--- src/rtl/pdfd_rx_symbol_buffer_pkg.sv ---
// Shared types and constants for the PDFD receive symbol buffer.
//   pam5_sym_t  : signed 3-bit PAM5 decision
//   rx_word_t   : four lanes (A..D) plus an illegal-word flag
//   rx_state_t  : lock state machine encoding
//   unpack_word : splits a packed 12-bit PDFD word into lanes and flags legality
package pdfd_pkg;

    typedef logic signed [2:0] pam5_sym_t;

    typedef struct packed {
        pam5_sym_t sym_a;
        pam5_sym_t sym_b;
        pam5_sym_t sym_c;
        pam5_sym_t sym_d;
        logic      illegal;
    } rx_word_t;

    localparam pam5_sym_t PAM5_MIN = -3'sd2;
    localparam pam5_sym_t PAM5_MAX = 3'sd2;

    localparam int unsigned LANE_A_LSB = 9;
    localparam int unsigned LANE_B_LSB = 6;
    localparam int unsigned LANE_C_LSB = 3;
    localparam int unsigned LANE_D_LSB = 0;

    typedef enum logic {
        WARMUP = 1'b0,
        RUN    = 1'b1
    } rx_state_t;

    function automatic logic sym_legal(pam5_sym_t s);
        return (s >= PAM5_MIN) && (s <= PAM5_MAX);
    endfunction

    function automatic rx_word_t unpack_word(logic [11:0] d);
        rx_word_t w;
        w.sym_a   = pam5_sym_t'(d[LANE_A_LSB +: 3]);
        w.sym_b   = pam5_sym_t'(d[LANE_B_LSB +: 3]);
        w.sym_c   = pam5_sym_t'(d[LANE_C_LSB +: 3]);
        w.sym_d   = pam5_sym_t'(d[LANE_D_LSB +: 3]);
        w.illegal = ~(sym_legal(w.sym_a) & sym_legal(w.sym_b) &
                      sym_legal(w.sym_c) & sym_legal(w.sym_d));
        return w;
    endfunction

endpackage

--- src/rtl/pdfd_rx_symbol_buffer_if.sv ---
// Bus between the PDFD, the symbol buffer and the PCS receive decoder.
//   io_rxData/io_rxValid : packed PDFD decisions and strobe
//   io_flush             : synchronous flush request
//   io_out_*             : head-of-FIFO word with valid/ready handshake
//   io_locked, io_count, io_overflow, io_err_count : status
// slave = the buffer, master = the surrounding logic.
interface pdfd_rx_symbol_buffer_if
    import pdfd_pkg::*;
#(
    parameter int unsigned DEPTH = 8,
    parameter int unsigned ERR_W = 16
);
    localparam int unsigned CNT_W = $clog2(DEPTH + 1);

    logic [11:0]      io_rxData;
    logic             io_rxValid;
    logic             io_flush;
    logic             io_out_ready;
    logic             io_out_valid;
    pam5_sym_t        io_out_sym_0;
    pam5_sym_t        io_out_sym_1;
    pam5_sym_t        io_out_sym_2;
    pam5_sym_t        io_out_sym_3;
    logic             io_out_illegal;
    logic             io_locked;
    logic [CNT_W-1:0] io_count;
    logic             io_overflow;
    logic [ERR_W-1:0] io_err_count;

    modport slave (
        input  io_rxData, io_rxValid, io_flush, io_out_ready,
        output io_out_valid, io_out_sym_0, io_out_sym_1, io_out_sym_2,
               io_out_sym_3, io_out_illegal, io_locked, io_count,
               io_overflow, io_err_count
    );

    modport master (
        output io_rxData, io_rxValid, io_flush, io_out_ready,
        input  io_out_valid, io_out_sym_0, io_out_sym_1, io_out_sym_2,
               io_out_sym_3, io_out_illegal, io_locked, io_count,
               io_overflow, io_err_count
    );
endinterface

--- src/rtl/pdfd_sync_fifo.sv ---
// Generic synchronous FIFO.
//   clock, reset (sync, active-low), clear (sync empty)
//   push/din  : write, accepted when not full or when a pop happens the same cycle
//   pop/dout  : read, ignored while empty; dout shows the head word
//   full, empty, count : occupancy status
module pdfd_sync_fifo #(
    parameter int unsigned WIDTH = 13,
    parameter int unsigned DEPTH = 8
) (
    input  logic                           clock,
    input  logic                           reset,
    input  logic                           clear,
    input  logic                           push,
    input  logic [WIDTH-1:0]               din,
    input  logic                           pop,
    output logic [WIDTH-1:0]               dout,
    output logic                           full,
    output logic                           empty,
    output logic [$clog2(DEPTH+1)-1:0]     count
);
    localparam int unsigned PTR_W = $clog2(DEPTH);
    localparam int unsigned CNT_W = $clog2(DEPTH + 1);

    logic [WIDTH-1:0] mem [DEPTH];
    logic [PTR_W-1:0] wr_ptr;
    logic [PTR_W-1:0] rd_ptr;
    logic             pop_ok;
    logic             push_ok;

    assign empty   = (count == '0);
    assign full    = (count == CNT_W'(DEPTH));
    assign pop_ok  = pop & ~empty;
    assign push_ok = push & (~full | pop_ok);
    assign dout    = mem[rd_ptr];

    // Pointers wrap naturally because DEPTH is a power of two.
    always_ff @(posedge clock) begin
        if (!reset || clear) begin
            wr_ptr <= '0;
            rd_ptr <= '0;
            count  <= '0;
        end else begin
            if (push_ok) wr_ptr <= wr_ptr + 1'b1;
            if (pop_ok)  rd_ptr <= rd_ptr + 1'b1;
            count <= count + CNT_W'(push_ok) - CNT_W'(pop_ok);
        end
    end

    always_ff @(posedge clock) begin
        if (reset && !clear && push_ok) mem[wr_ptr] <= din;
    end

endmodule

--- src/rtl/pdfd_rx_symbol_buffer.sv ---
// PDFD receive symbol buffer.
// Unpacks the four PAM5 decisions from each PDFD word, discards the PDFD
// warm-up output, checks symbol legality, tracks lock and buffers words in a
// FIFO toward the PCS receive decoder.
//   clock, reset : single clock, synchronous active-low reset
//   bus          : pdfd_rx_symbol_buffer_if.slave (data in, handshake out, status)
module pdfd_rx_symbol_buffer
    import pdfd_pkg::*;
#(
    parameter int unsigned DEPTH   = 8,
    parameter int unsigned SKIP    = 15,
    parameter int unsigned MAX_BAD = 4,
    parameter int unsigned ERR_W   = 16
) (
    input  logic                    clock,
    input  logic                    reset,
    pdfd_rx_symbol_buffer_if.slave  bus
);
    localparam int unsigned SKIP_W = $clog2(SKIP + 1);
    localparam int unsigned BAD_W  = $clog2(MAX_BAD + 1);

    rx_state_t        state;
    rx_state_t        state_nxt;
    logic [SKIP_W-1:0] skip_cnt;
    logic [BAD_W-1:0]  bad_cnt;
    logic [ERR_W-1:0]  err_cnt;
    logic              overflow;

    rx_word_t in_word;
    rx_word_t head;
    logic     fifo_full;
    logic     fifo_empty;
    logic     warm_word;
    logic     run_word;
    logic     skip_done;
    logic     bad_hit;
    logic     do_pop;

    assign in_word = unpack_word(bus.io_rxData);

    // A flush discards the incoming word and any pop in the same cycle.
    always_comb begin
        warm_word = bus.io_rxValid & ~bus.io_flush & (state == WARMUP);
        run_word  = bus.io_rxValid & ~bus.io_flush & (state == RUN);
        skip_done = warm_word & (skip_cnt == SKIP_W'(SKIP - 1));
        bad_hit   = run_word & in_word.illegal & (bad_cnt == BAD_W'(MAX_BAD - 1));
        do_pop    = ~fifo_empty & bus.io_out_ready & ~bus.io_flush;
    end

    always_ff @(posedge clock) begin
        if (!reset) state <= WARMUP;
        else        state <= state_nxt;
    end

    always_comb begin
        state_nxt = state;
        if (bus.io_flush) begin
            state_nxt = WARMUP;
        end else begin
            unique case (state)
                WARMUP: if (skip_done) state_nxt = RUN;
                RUN:    if (bad_hit)   state_nxt = WARMUP;
                default: state_nxt = WARMUP;
            endcase
        end
    end

    always_ff @(posedge clock) begin
        if (!reset) begin
            skip_cnt <= '0;
            bad_cnt  <= '0;
            err_cnt  <= '0;
            overflow <= 1'b0;
        end else if (bus.io_flush) begin
            skip_cnt <= '0;
            bad_cnt  <= '0;
            overflow <= 1'b0;
        end else begin
            if (warm_word) skip_cnt <= skip_done ? '0 : skip_cnt + 1'b1;
            if (run_word) begin
                if (in_word.illegal) begin
                    bad_cnt <= bad_hit ? '0 : bad_cnt + 1'b1;
                    if (err_cnt != '1) err_cnt <= err_cnt + 1'b1;
                end else begin
                    bad_cnt <= '0;
                end
                // Counters above still update for a word that gets dropped here.
                if (fifo_full && !do_pop) overflow <= 1'b1;
            end
            if (bad_hit) skip_cnt <= '0;
        end
    end

    pdfd_sync_fifo #(
        .WIDTH ($bits(rx_word_t)),
        .DEPTH (DEPTH)
    ) u_fifo (
        .clock (clock),
        .reset (reset),
        .clear (bus.io_flush),
        .push  (run_word),
        .din   (in_word),
        .pop   (do_pop),
        .dout  (head),
        .full  (fifo_full),
        .empty (fifo_empty),
        .count (bus.io_count)
    );

    // Head fields read as zero while empty so stale memory never shows.
    assign bus.io_out_valid   = ~fifo_empty;
    assign bus.io_out_sym_0   = fifo_empty ? '0 : head.sym_a;
    assign bus.io_out_sym_1   = fifo_empty ? '0 : head.sym_b;
    assign bus.io_out_sym_2   = fifo_empty ? '0 : head.sym_c;
    assign bus.io_out_sym_3   = fifo_empty ? '0 : head.sym_d;
    assign bus.io_out_illegal = ~fifo_empty & head.illegal;
    assign bus.io_locked      = (state == RUN);
    assign bus.io_overflow    = overflow;
    assign bus.io_err_count   = err_cnt;

endmodule

--- src/flat_wrapper.sv ---
// flat-port wrapper written by rule: the top's interface ports become plain ports
module pdfd_rx_symbol_buffer_flat import pdfd_pkg::*;
#(
    parameter int unsigned DEPTH   = 8,
    parameter int unsigned SKIP    = 15,
    parameter int unsigned MAX_BAD = 4,
    parameter int unsigned ERR_W   = 16
)
  (clock, reset, bus_io_rxData, bus_io_rxValid, bus_io_flush, bus_io_out_ready, bus_io_out_valid, bus_io_out_sym_0, bus_io_out_sym_1, bus_io_out_sym_2, bus_io_out_sym_3, bus_io_out_illegal, bus_io_locked, bus_io_count, bus_io_overflow, bus_io_err_count);
  pdfd_rx_symbol_buffer_if #(.DEPTH(DEPTH), .ERR_W(ERR_W)) bus_i ();
  input  logic clock;
  input  logic reset;
  input wire logic [$bits(bus_i.io_rxData)-1:0] bus_io_rxData;
  input wire logic [$bits(bus_i.io_rxValid)-1:0] bus_io_rxValid;
  input wire logic [$bits(bus_i.io_flush)-1:0] bus_io_flush;
  input wire logic [$bits(bus_i.io_out_ready)-1:0] bus_io_out_ready;
  output wire logic [$bits(bus_i.io_out_valid)-1:0] bus_io_out_valid;
  output wire logic [$bits(bus_i.io_out_sym_0)-1:0] bus_io_out_sym_0;
  output wire logic [$bits(bus_i.io_out_sym_1)-1:0] bus_io_out_sym_1;
  output wire logic [$bits(bus_i.io_out_sym_2)-1:0] bus_io_out_sym_2;
  output wire logic [$bits(bus_i.io_out_sym_3)-1:0] bus_io_out_sym_3;
  output wire logic [$bits(bus_i.io_out_illegal)-1:0] bus_io_out_illegal;
  output wire logic [$bits(bus_i.io_locked)-1:0] bus_io_locked;
  output wire logic [$bits(bus_i.io_count)-1:0] bus_io_count;
  output wire logic [$bits(bus_i.io_overflow)-1:0] bus_io_overflow;
  output wire logic [$bits(bus_i.io_err_count)-1:0] bus_io_err_count;
  assign bus_i.io_rxData = bus_io_rxData;
  assign bus_i.io_rxValid = bus_io_rxValid;
  assign bus_i.io_flush = bus_io_flush;
  assign bus_i.io_out_ready = bus_io_out_ready;
  assign bus_io_out_valid = bus_i.io_out_valid;
  assign bus_io_out_sym_0 = bus_i.io_out_sym_0;
  assign bus_io_out_sym_1 = bus_i.io_out_sym_1;
  assign bus_io_out_sym_2 = bus_i.io_out_sym_2;
  assign bus_io_out_sym_3 = bus_i.io_out_sym_3;
  assign bus_io_out_illegal = bus_i.io_out_illegal;
  assign bus_io_locked = bus_i.io_locked;
  assign bus_io_count = bus_i.io_count;
  assign bus_io_overflow = bus_i.io_overflow;
  assign bus_io_err_count = bus_i.io_err_count;
  pdfd_rx_symbol_buffer #(.DEPTH(DEPTH), .SKIP(SKIP), .MAX_BAD(MAX_BAD), .ERR_W(ERR_W)) u_core (.clock(clock), .reset(reset), .bus(bus_i));
endmodule
--- config.mk ---
export PLATFORM = sky130hd
export DESIGN_NAME = pdfd_rx_symbol_buffer_flat
export DESIGN_NICKNAME = d
export VERILOG_FILES = /design/src/rtl/pdfd_rx_symbol_buffer_pkg.sv /design/src/rtl/pdfd_rx_symbol_buffer_if.sv /design/src/rtl/pdfd_sync_fifo.sv /design/src/rtl/pdfd_rx_symbol_buffer.sv /design/src/flat_wrapper.sv
export SDC_FILE = /design/constraint.sdc
export NUM_CORES = 1
export LEC_CHECK = 0
export ABC_AREA = 1
export CAP_MARGIN = 20
export CELL_PAD_IN_SITES_DETAIL_PLACEMENT = 1
export CELL_PAD_IN_SITES_GLOBAL_PLACEMENT = 2
export CORE_MARGIN = 2
export CORE_UTILIZATION = 37
export CTS_BUF_LIST = sky130_fd_sc_hd__clkbuf_16
export CTS_CLUSTER_SIZE = 16
export DETAILED_ROUTE_END_ITERATION = 10
export PLACE_DENSITY = 0.91
export SLEW_MARGIN = 10
export SYNTH_ARGS = -nofsm -noshare
export SYNTH_HDL_FRONTEND = slang
export SYNTH_HIERARCHICAL = 1
export SYNTH_SLANG_ARGS = --single-unit
export TNS_END_PERCENT = 10
--- constraint.sdc ---
create_clock -name clock -period 3.1 [get_ports clock]
set_input_delay 0.62 -clock clock [delete_from_list [all_inputs] [get_ports clock]]
set_output_delay 0.62 -clock clock [all_outputs]
set_load 0.005 [all_outputs]
Word-level counts from Yosys, hierarchy flattened. Memory sizes are Yosys's and may differ from the RTL's. A register that Yosys moved wholly into a read port is not among the register bits. Cells that the tools add are included.

Bitwise logic cells: 21. Reduce and logical (&&, ||, !) cells: 16. $add $sub $neg: 7. Muxes and demuxes: 14. Magnitude comparators: 8. $mul: 0. Shift-type cells: 0. Divide/modulo/power cells: 0. Equal/unequal tests: 4.

Operator list (number): $mux W3 (8); $add A16 B1 Y16 const B (1); $ne A16 B16 Y1 const B (1); $and A1 B1 Y1 (14); $ge A3 B2 Y1 const B (4); $le A3 B3 Y1 const B (4); $add A3 B1 Y3 const B (3); $eq A4 B4 Y1 const B (2); $logic_and A1 B1 Y1 (7); $not A1 Y1 (6); $add A4 B1 Y4 (1); $add A4 B1 Y4 const B (1); $logic_not A4 Y1 (1); $mux W1 (4); $mux W4 (1); $reduce_and A4 Y1 (1); $sub A4 B1 Y4 (1); $eq A3 B2 Y1 const B (1); $logic_not A1 Y1 (3); $reduce_or A3 Y1 (1); $pmux W1 S2 (1); $reduce_and A2 Y1 (1); $reduce_or A2 Y1 (1); $logic_or A1 B1 Y1 (1); $or A1 B1 Y1 (1).

Word-level logic and storage cells: 79. Latch bits: 0. Bits in writable memories: 104. Memories kept: 1. Output and inout port bits: 36. ROM bits: 0. Bits in registers: 35.

Memories: u_core.u_fifo.mem (words 8, bits a word 13, rd ports 1, clocked after memory_dff 1, wr ports 1, line pdfd_sync_fifo.sv:24) `logic [WIDTH-1:0] mem [DEPTH];`.

Depth between registers and ports, before layout. Gate-level depths: netlist (run 1).

Depth after elaboration: 10. Depth in mapped cells: 18. Depth with buffers taken out: 18.

Cells and area by module. Netlist (run 1), hierarchy kept.

Modules (own cells, without submodules): pdfd_sync_fifo (times used 1, area each 4797.1 um^2, cells each 416); pdfd_rx_symbol_buffer (times used 1, area each 1617.8 um^2, cells each 256).

Least setup slack after synthesis (run 1). No wires, ideal clock.

Path kind: flip-flop to flip-flop. Start point: register u_core.u_fifo.count[2]. End point: memory u_core.u_fifo.mem[0][0], enable pin. Setup time: 0.382 ns. Path slack: 0.724 ns. Period minus slack after synthesis: 2.376 ns. Data required time: 2.718 ns. Arrival: 1.994 ns. Buffers on the path: 0. Cell stages (with the launch flop): 12. Cells stage by stage: dfxtp_1 > inv_1 > ha_1 > nand2_2 > inv_1 > inv_1 > nand3_1 > inv_1 > nand2_4 > nand2_4 > nand3b_1 > nor2_1.

Longest elaborated chain between the ends: 10. Elaborated cells on any way between the ends: 12.

RTL lines: start: declaration (line pdfd_sync_fifo.sv:19) `output logic [$clog2(DEPTH+1)-1:0] count`; start signal: assignment (line pdfd_sync_fifo.sv:45) `count <= count + CNT_W'(push_ok) - CNT_W'(pop_ok);`; $logic_not A4 Y1 (line pdfd_sync_fifo.sv:30) `assign empty = (count == '0);`; via u_core.fifo_empty (line pdfd_rx_symbol_buffer.sv:32) `logic fifo_empty;`; $not A1 Y1; via bus_io_out_valid (line flat_wrapper.sv:17) `output wire logic [$bits(bus_i.io_out_valid)-1:0] bus_io_out_valid;`; $and A1 B1 Y1 (2 in a row) (line pdfd_rx_symbol_buffer.sv:47) `do_pop = ~fifo_empty & bus.io_out_ready & ~bus.io_flush;`; via u_core.do_pop (line pdfd_rx_symbol_buffer.sv:37) `logic do_pop;`; $and A1 B1 Y1 (line pdfd_sync_fifo.sv:32) `assign pop_ok = pop & ~empty;`; $or A1 B1 Y1 (line pdfd_sync_fifo.sv:33) `assign push_ok = push & (~full | pop_ok);`; $and A1 B1 Y1 (line pdfd_sync_fifo.sv:33); $logic_and A1 B1 Y1 (line pdfd_sync_fifo.sv:50) `if (reset && !clear && push_ok) mem[wr_ptr] <= din;`; $mux W1 (line pdfd_sync_fifo.sv:50); $mux W1 (implied by the code) (line pdfd_sync_fifo.sv:50); end: declaration (line pdfd_sync_fifo.sv:24).

The timed path passes the listed nets, and every way through them passes these cells.

==> impl_metrics.ini, run 1 <==
[run_status]
outcome = completed

[cts]
cts_tree = built
worstSkewPairLatency_ns = 0.43
cts_buffers = 17
cts_max_level = 4
clkTransAtPathRegs_ns = 0.06
cts.sinks = 142
clockBufferDepth = 2
post_cts_buffers = 0
clk_root_buffer_cell = clkbuf_16

[route]
wl_per_cell_um = 16.6
dr.pass1.iters = 4
ant_nets = 0
dr.first_iter.drc_count = 280
drc_errors = 0
avgViaCountPerCell = 4.94
routed-via-count = 4848
routed_wl_um = 16300

[global_routing]
grt_pass1_vias = 5190
grt_max_degree = 53
antenna_found_initial = 0
grt_pass1_wl_um = 26600
gr-total-overflow = 0
gr-usage-all-layers = 0.188

[floorplan]
io_pins = 53
coreArea_sq_mm = 0.0171
start_util = 0.375
die_w_um = 136
num_rows = 48
die_h_um = 136
die_area_sq_mm = 0.0184

[hold_path]
hold_path.class = reg -> reg
hold_depth = 2

[synthesis]
synth_fp_nets = 701
ys_seq_elements = 142
async_flop_share = 0
netlist.top_cell.by_area = edfxtp_1
synth_edf_count = 104
syn_area_sq_mm = 0.00641
syn_inst = 672
syn_avg_cell_area_sq_um = 9.55
synth.top_cells.by_count = nor2_1 (140), nand2_1 (108), edfxtp_1 (104), o21ai_0 (68), inv_1 (53)
yosysMostFrequentCell = nor2_1
seq_area_frac_synth = 0.605
yosysTopAreaCellShare = 0.487
ys.flop_type = edfxtp_1
synth.area.top_cells = edfxtp_1 (49%), dfxtp_1 (12%), nor2_1 (8.2%)
yosysWarnings = 6
ys_types = 34

[worst_setup_path]
cp.arrival_ns = 2.31
reg2regPathDepth = 16
endpoint_kind = output port
cp_max_fo = 28
critPathKind = reg -> out
worstPathRequired_ns = 2.48
start_kind = flip-flop
reg2reg_slack_ns = 0.49

[power]
power_uw = 4030
p_per_area_mw_per_mm2 = 513
peakVddDrop_uv = 375
leakage_uw = 0.00287

[sta]
fin_crit_ns = 2.93
clock.fmax_mhz = 341
drv_slew = 0
fin_crit_sh = 0.946
slew_headroom = 0.291
worstMarginPinSlew_ns = 1.06
skew_ns = 0.0193
hold_viol = 0
setup-violations-final = 0

[layout]
fin_cells = 982
nets = 773
area_growth_pct = 22.4
drive_gt1_frac = 0.110
final_util = 0.459
num_antenna_cells = 0

[place]
io_buffers = 52
gp_congestion = 0.774
post-place-cells = 950
hpwlAfterDp_um = 11000

[flow_run]
maxCapViolCount = 0
[report_power, final]
part / switching (uW) / internal [uW] / total, uW
Clock: 858 / 1050 / 1900
Sequential: 0.701 / 2030 / 2040
Combinational: 53.3 / 32.1 / 85.4
Total: 912 / 3110 / 4030
[cell usage in the layout (no fill, tap or decap), drive strengths merged]
cell type	Yosys	final
nand2	114	114
dfxtp	38	38
clkbuf	9	17
or2	1	1
xor2	7	7
a31oi	1	1
fa	1	1
nor2	146	146
clkinv	1	5
edfxtp	104	104
ha	11	11
xnor2	6	6
nor3	1	1
buf	17	27
nand3b	2	2
clkdlybuf4s50	0	52
a21oi	27	27
inv	58	65
o21ai	88	88
nor3b	1	1
nand3	34	34
a22oi	1	1
clkinvlp	0	4
nand4	4	4
[registers in the layout, indices dropped and copies added (netlist names), named ones only]
signal / cells
u_core/u_fifo/count: 4
u_core/bus.io_locked: 1
u_core/bad_cnt: 3
u_core/skip_cnt: 4
u_core/u_fifo/wr_ptr: 3
u_core/u_fifo/mem: 104
u_core/bus.io_err_count: 16
u_core/bus.io_overflow: 1
u_core/u_fifo/rd_ptr: 3
[routing by layer]
layer | track usage | wire length (um) | part of all wire | up-vias
met5 | 0 | 0 | 0 | -
met4 | 0.0619 | 197 | 0.012 | 0
met3 | 0.0430 | 654 | 0.040 | 14
met2 | 0.317 | 8150 | 0.50 | 89
met1 | 0.240 | 7310 | 0.45 | 2360
li1 | - | - | - | 2385
[cells by family after synthesis]
kind of cell / count (synthesis) / synth area share
AO/OA/AOI/OAI: 117 / 0.0930
XOR/XNOR: 13 / 0.0177
adder cells (fa/ha/maj): 12 / 0.0246
buffers and inverters: 85 / 0.0581
flip-flops: 142 / 0.605
AND/OR/NAND/NOR: 303 / 0.201
[final cells by class]
class / count / area (sq um)
Fill cell: 1920 / 9270
Sequential cell: 142 / 3890
Multi-Input combinational cell: 445 / 2160
Timing Repair Buffer: 79 / 748
Clock buffer: 17 / 425
Tap cell: 225 / 282
Inverter: 59 / 221
Clock inverter: 15 / 128
[through the flow]
step	setup slack (ns)	setup TNS (ns)	hold slack [ns]	cell area [sq um]
after global routing	-0.00496	-0.00496	0.477	7850
final	0.166	0	0.459	7850
after floorplan	0.724	0	0.421	6410
after CTS	0.00581	0	0.461	7840
after global placement	0.138	0	0.435	7280
after detailed placement	0.0757	0	0.440	7280
[timing repair]
action	in CTS	in global routing
endpoints found under the setup margin	3	9
gates resized for setup	1	4
hold buffers	0	0
hold endpoints to repair	0	0
[path summary, 6_finish.rpt]
kind | startpoint | end
setup / recovery | flip-flop | bus_io_out_sym_2[1]
hold / removal | u_core/bad_cnt[2]$_SDFFE_PP0P_ | u_core/bad_cnt[2]$_SDFFE_PP0P_
setup reg to reg | u_core/u_fifo/count[2]$_SDFF_PP0_ | u_core/u_fifo/count[2]$_SDFF_PP0_
hold reg to reg | u_core/bad_cnt[2]$_SDFFE_PP0P_ | u_core/bad_cnt[2]$_SDFFE_PP0P_
[worst max-delay path: stages, from the launching register on]
cell and delay, ns:
dfxtp_4 0.38, inv_2 0.06, buf_4 0.29, o21ai_0 0.18
o21ai_0 0.12, nand2_1 0.09, nand2_1 0.11, inv_1 0.05
nor2_1 0.08, clkdlybuf4s50_1 0.51
No activity file was read; power rests on OpenSTA's default activity.
==> run 2, diff against run 1 <==
CORE_UTILIZATION = 35   (was 37)
PLACE_DENSITY = 0.87   (was 0.91)
==> run 2 against run 1 <==
Against the previous run:
- sequential share of layout area decreased by 0.28 points
- combinational power increased by 0.9%
- final cell count increased by 0.61%
- first-iteration DRC count rose by 22%
- worst hold slack better by 0.0035 ns
- wire length up 2.0%
- via count grew 1.5%
- clock power grew 3%
- clock skew down 0.010 ns
- clock-buffer cell count unchanged
- highest routed layer unchanged
==> impl_metrics.ini, run 2 (synthesized netlist as in run 1, its figures left out) <==
[route]
routed-via-count = 4921
wl_per_cell_um = 16.8
drc_errors = 0
routed_wl_um = 16600
ant_nets = 0
dr.first_iter.drc_count = 341
dr.pass1.iters = 4
avgViaCountPerCell = 4.98

[worst_setup_path]
critPathKind = reg -> out
slowest_delay_ns = 0.53
start_kind = flip-flop
cp.arrival_ns = 2.31
rr_startpoint = u_core/u_fifo/count[2]$_SDFF_PP0_
cp.depth = 10
endpoint_kind = output port
crit_chain = buf_4 -> nor2_1 -> nor2_1 -> o21ai_0 -> o21ai_1 -> nand2_1 -> nand2_1 -> inv_1 -> nor2_1 -> clkdlybuf4s50_1
critPathBufInv = 3
path_common_cell = nor2_1
worst_path_max_delay_cell = clkdlybuf4s50_1
reg2regPathDepth = 16
critPathTopFamily = buffers and inverters
cp_max_fo = 22
rr_endpoint = u_core/u_fifo/count[2]$_SDFF_PP0_
reg2reg_slack_ns = 0.50
worstPathRequired_ns = 2.48

[sta]
fin_crit_sh = 0.944
rsz0062_at_grt = false
fin_ws_ns = 0.173
drv_slew = 0
slew_headroom = 0.526
fin_crit_ns = 2.93
setup-violations-final = 0
clock.fmax_mhz = 342
worstMarginPinSlew_ns = 0.711
fin_setup_tns_ns = 0
skew_ns = 0.00912
hold_viol = 0

[layout]
final_area_sq_mm = 0.00789
layout_common_cells = nor2_1 (140), nand2_1 (108), edfxtp_1 (104)
area_growth_pct = 23.0
max_flop_register = u_core/u_fifo/mem
regArea_sq_mm = 0.00388
multi_input_area_sq_mm = 0.00216
drive_gt1_frac = 0.113
num_antenna_cells = 0
fillers = 2024
largest_reg_flops = 104
final_common_cell = nor2_1
nets = 775

[floorplan]
start_util = 0.357
coreArea_sq_mm = 0.0180
die_h_um = 139
num_rows = 49
die_w_um = 139
die_area_sq_mm = 0.0194
io_pins = 53

[place]
hpwlAfterDp_um = 11200
pre_cts_ws_ns = -0.0429
gp_congestion = 0.768
io_buffers = 52
placement.cell_area_sq_mm = 0.00731

[cts]
clockBufferDepth = 2
cts.sinks = 142
clkTransAtPathRegs_ns = 0.06
cts_buffers = 17
worstSkewPairLatency_ns = 0.43
clk_root_buffer_cell = clkbuf_16
cts_max_level = 4
post_cts_buffers = 0
cts_tree = built

[global_routing]
gr-usage-all-layers = 0.180
grt_pass1_wl_um = 27100
gr-total-overflow = 0
antenna_found_initial = 0
grt_max_degree = 53
grt_pass1_vias = 5166

[power]
leakage_uw = 0.00290
p_per_area_mw_per_mm2 = 516
peakVddDrop_uv = 359
power_uw = 4070

[hold_path]
hold_path.class = reg -> reg
hold_depth = 2
hold-path-endpoint = u_core/bad_cnt[2]$_SDFFE_PP0P_
worstHoldStart = u_core/bad_cnt[2]$_SDFFE_PP0P_

[flow_run]
maxCapViolCount = 0

[run_status]
outcome = completed
run 2: cell type report:
| cell class | instances | share of cell area |
|---|---|---|
| Clock buffer | 17 | 0.0539 |
| Clock inverter | 15 | 0.0187 |
| Inverter | 59 | 0.0284 |
| Multi-Input combinational cell | 445 | 0.274 |
| Sequential cell | 142 | 0.492 |
| Tap cell | 229 | 0.0363 |
| Timing Repair Buffer | 81 | 0.0967 |
run 2: per-layer routing:
metal / routed length (um) / share of wire / GRT usage / up-vias
li1: - / - / - / 2387
met1: 7430 / 0.45 / 0.228 / 2412
met2: 8210 / 0.49 / 0.308 / 95
met3: 652 / 0.039 / 0.0327 / 27
met4: 355 / 0.021 / 0.0633 / 0
met5: 0 / 0 / 0 / -
run 2: worst max path at each step:
stage,to
final,bus_io_out_sym_3[2]
after detailed placement,u_core/skip_cnt[3]$_SDFFE_PP0P_
after floorplan,u_core/u_fifo/mem[0][0]$_DFFE_PP_
after global placement,u_core/skip_cnt[3]$_SDFFE_PP0P_
after global routing,bus_io_out_sym_1[0]
after CTS,bus_io_out_sym_3[2]
run 2: power by group:
group / internal, uW / switching [uW] / total, uW
clock network: 1060 / 883 / 1950
logic: 32.1 / 54.1 / 86.2
registers: 2040 / 0.622 / 2040
total: 3130 / 938 / 4070
run 2: timing repair:
item,in CTS,in global routing
hold buffers,0,0
gates resized for setup,0,2
setup endpoints to repair,0,6
run 2: worst reg2reg max path, cell delays in order (launching register included):
cell and delay [ns]:
dfxtp_1 0.33, inv_1 0.08, ha_1 0.22, nand2_2 0.12
inv_1 0.08, inv_1 0.09, nand3_1 0.10, inv_1 0.14
nand2_4 0.10, nor2_1 0.20, inv_1 0.09, nand2_1 0.08
ha_1 0.17, inv_1 0.06, fa_1 0.38, o21ai_0 0.19
a21oi_1 0.06
run 2: per-stage QoR:
| stage | std cells | hold WS, ns | util |
|---|---|---|---|
| 2_1_floorplan | 672 | 0.421 | - |
| 6_report | 988 | 0.462 | 0.439 |
| 5_1_grt | 988 | 0.505 | 0.439 |
| 4_1_cts | 987 | 0.460 | 0.439 |
| 3_3_place_gp | 955 | 0.433 | 0.407 |
| 3_5_place_dp | 955 | 0.449 | 0.407 |
==> run 3, diff against run 2 <==
CORE_MARGIN = not set   (was 2)
==> run 3 against run 2 <==
Against the previous run:
- via count up 0.45%
- highest routed layer unchanged
- sequential power about the same
- combinational power about the same
- largest cell class unchanged
- wire length up 1.8%
- critical path depth down 1
- final area down 0.30%
- register-to-register slack about the same
==> impl_metrics.ini, run 3 (synthesized netlist as in run 1, its figures left out) <==
[run_status]
outcome = completed

[sta]
hold_viol = 0
drv_slew = 0
slew_headroom = 0.504
clock.fmax_mhz = 343
rsz0062_at_grt = false
worst_hold_slack_ns = 0.461
fin_crit_ns = 2.91
setup-violations-final = 0
fin_ws_ns = 0.188
worstMarginPinSlew_ns = 0.744
skew_ns = 0.00812
fin_setup_tns_ns = 0
fin_crit_sh = 0.939

[global_routing]
grt_pass1_wl_um = 26500
gr-usage-all-layers = 0.191
grt_max_degree = 53
globalRouteMet1Util = 0.227
grt_pass1_vias = 5173
grt_util_met2 = 0.332
gr-usage-met3 = 0.0486
grt-busiest-layer = met2
gr-total-overflow = 0
antenna_found_initial = 0

[layout]
nets = 772
num_antenna_cells = 0
final_area_sq_mm = 0.00787
drive_gt1_frac = 0.107
layout_common_cells = nor2_1 (140), nand2_1 (108), edfxtp_1 (104)
max_flop_register = u_core/u_fifo/mem
area_growth_pct = 22.6
largest_reg_flops = 104
final_common_cell = nor2_1
fillers = 2043

[worst_setup_path]
rr_endpoint = u_core/u_fifo/count[2]$_SDFF_PP0_
endpoint_kind = output port
crit_chain = inv_2 -> buf_4 -> nor2_1 -> o21ai_0 -> nand2_1 -> nand2_1 -> inv_1 -> nor2_1 -> clkdlybuf4s50_1
rr_startpoint = u_core/u_fifo/count[2]$_SDFF_PP0_
worst_path_max_delay_cell = clkdlybuf4s50_1
slowest_delay_ns = 0.51
worstPathRequired_ns = 2.48
cp-endpoint = bus_io_out_sym_1[0]
cp.arrival_ns = 2.29
critPathBufInv = 4
cp_max_fo = 28
critPathTopFamily = buffers and inverters
start_kind = flip-flop
reg2regPathDepth = 16
reg2reg_slack_ns = 0.49
critPathKind = reg -> out
cp.depth = 9

[power]
peakVddDrop_uv = 376
p_per_area_mw_per_mm2 = 521
leakage_uw = 0.00288
power_uw = 4100

[route]
avgViaCountPerCell = 5.02
dr.pass1.iters = 4
ant_nets = 0
wl_per_cell_um = 17.2
routed_wl_um = 16900
drc_errors = 0
routed-via-count = 4943
dr.first_iter.drc_count = 229

[floorplan]
coreArea_sq_mm = 0.0180
die_w_um = 137
die_h_um = 137
num_rows = 49
die_area_sq_mm = 0.0189
io_pins = 53
start_util = 0.357

[cts]
worstSkewPairLatency_ns = 0.42
clkTransAtPathRegs_ns = 0.05
cts_max_level = 4
post_cts_buffers = 0
cts_tree = built
clk_root_buffer_cell = clkbuf_16
cts_buffers = 17
cts.sinks = 142
clockBufferDepth = 2
cts_hold_buffers = 0

[place]
pre_cts_ws_ns = 0.125
gp_congestion = 0.782
io_buffers = 52
placement.cell_area_sq_mm = 0.00729
hpwlAfterDp_um = 11400

[hold_path]
hold_path.class = reg -> reg
worstHoldStart = u_core/bad_cnt[2]$_SDFFE_PP0P_

[flow_run]
maxCapViolCount = 0
## run 3: layer usage
| metal | wire length, um | vias to the layer above |
|---|---|---|
| li1 | - | 2377 |
| met1 | 7490 | 2470 |
| met2 | 8630 | 72 |
| met3 | 550 | 24 |
| met4 | 270 | 0 |
| met5 | 0 | - |
## run 3: what timing repair did
action                     CTS  global route
resized for setup            1             2
setup endpoints to repair   10             9
hold endpoints to repair     0             0
## run 3: layout make-up
| class | count | area, sq um | share of cell area |
|---|---|---|---|
| Clock buffer | 17 | 425 | 0.0541 |
| Clock inverter | 14 | 143 | 0.0181 |
| Inverter | 59 | 221 | 0.0282 |
| Multi-Input combinational cell | 445 | 2160 | 0.274 |
| Sequential cell | 142 | 3890 | 0.494 |
| Tap cell | 229 | 287 | 0.0364 |
| Timing Repair Buffer | 78 | 744 | 0.0946 |
## run 3: how the worst min path moves through the flow
stage / cells after the start / end / slack [ns]
after detailed placement: 2 / u_core/bad_cnt[2]$_SDFFE_PP0P_ / 0.45
after global routing: 2 / u_core/bad_cnt[2]$_SDFFE_PP0P_ / 0.48
after CTS: 2 / u_core/bad_cnt[2]$_SDFFE_PP0P_ / 0.47
after global placement: 2 / u_core/bad_cnt[2]$_SDFFE_PP0P_ / 0.43
after floorplan: 2 / u_core/bad_cnt[2]$_SDFFE_PP0P_ / 0.42
final: 2 / u_core/bad_cnt[2]$_SDFFE_PP0P_ / 0.46
## run 3: per-stage QoR
step                      instances   util
after floorplan                 672      -
final                           984  0.438
after global routing            984  0.438
after global placement          952  0.405
after CTS                       984  0.438
after detailed placement        953  0.406
## run 3: tightest hold or removal path, delay by kind of cell, from the launching register on
kind / cells / cell delay, ns
simple gates: 1 / 0.06
compound gates: 1 / 0.04
flops: 1 / 0.31
## run 3: power breakdown
| part | internal (uW) | switching [uW] |
|---|---|---|
| Clock | 1180 | 795 |
| Sequential | 2040 | 0.635 |
| Combinational | 31.6 | 54.9 |
| Total | 3240 | 851 |
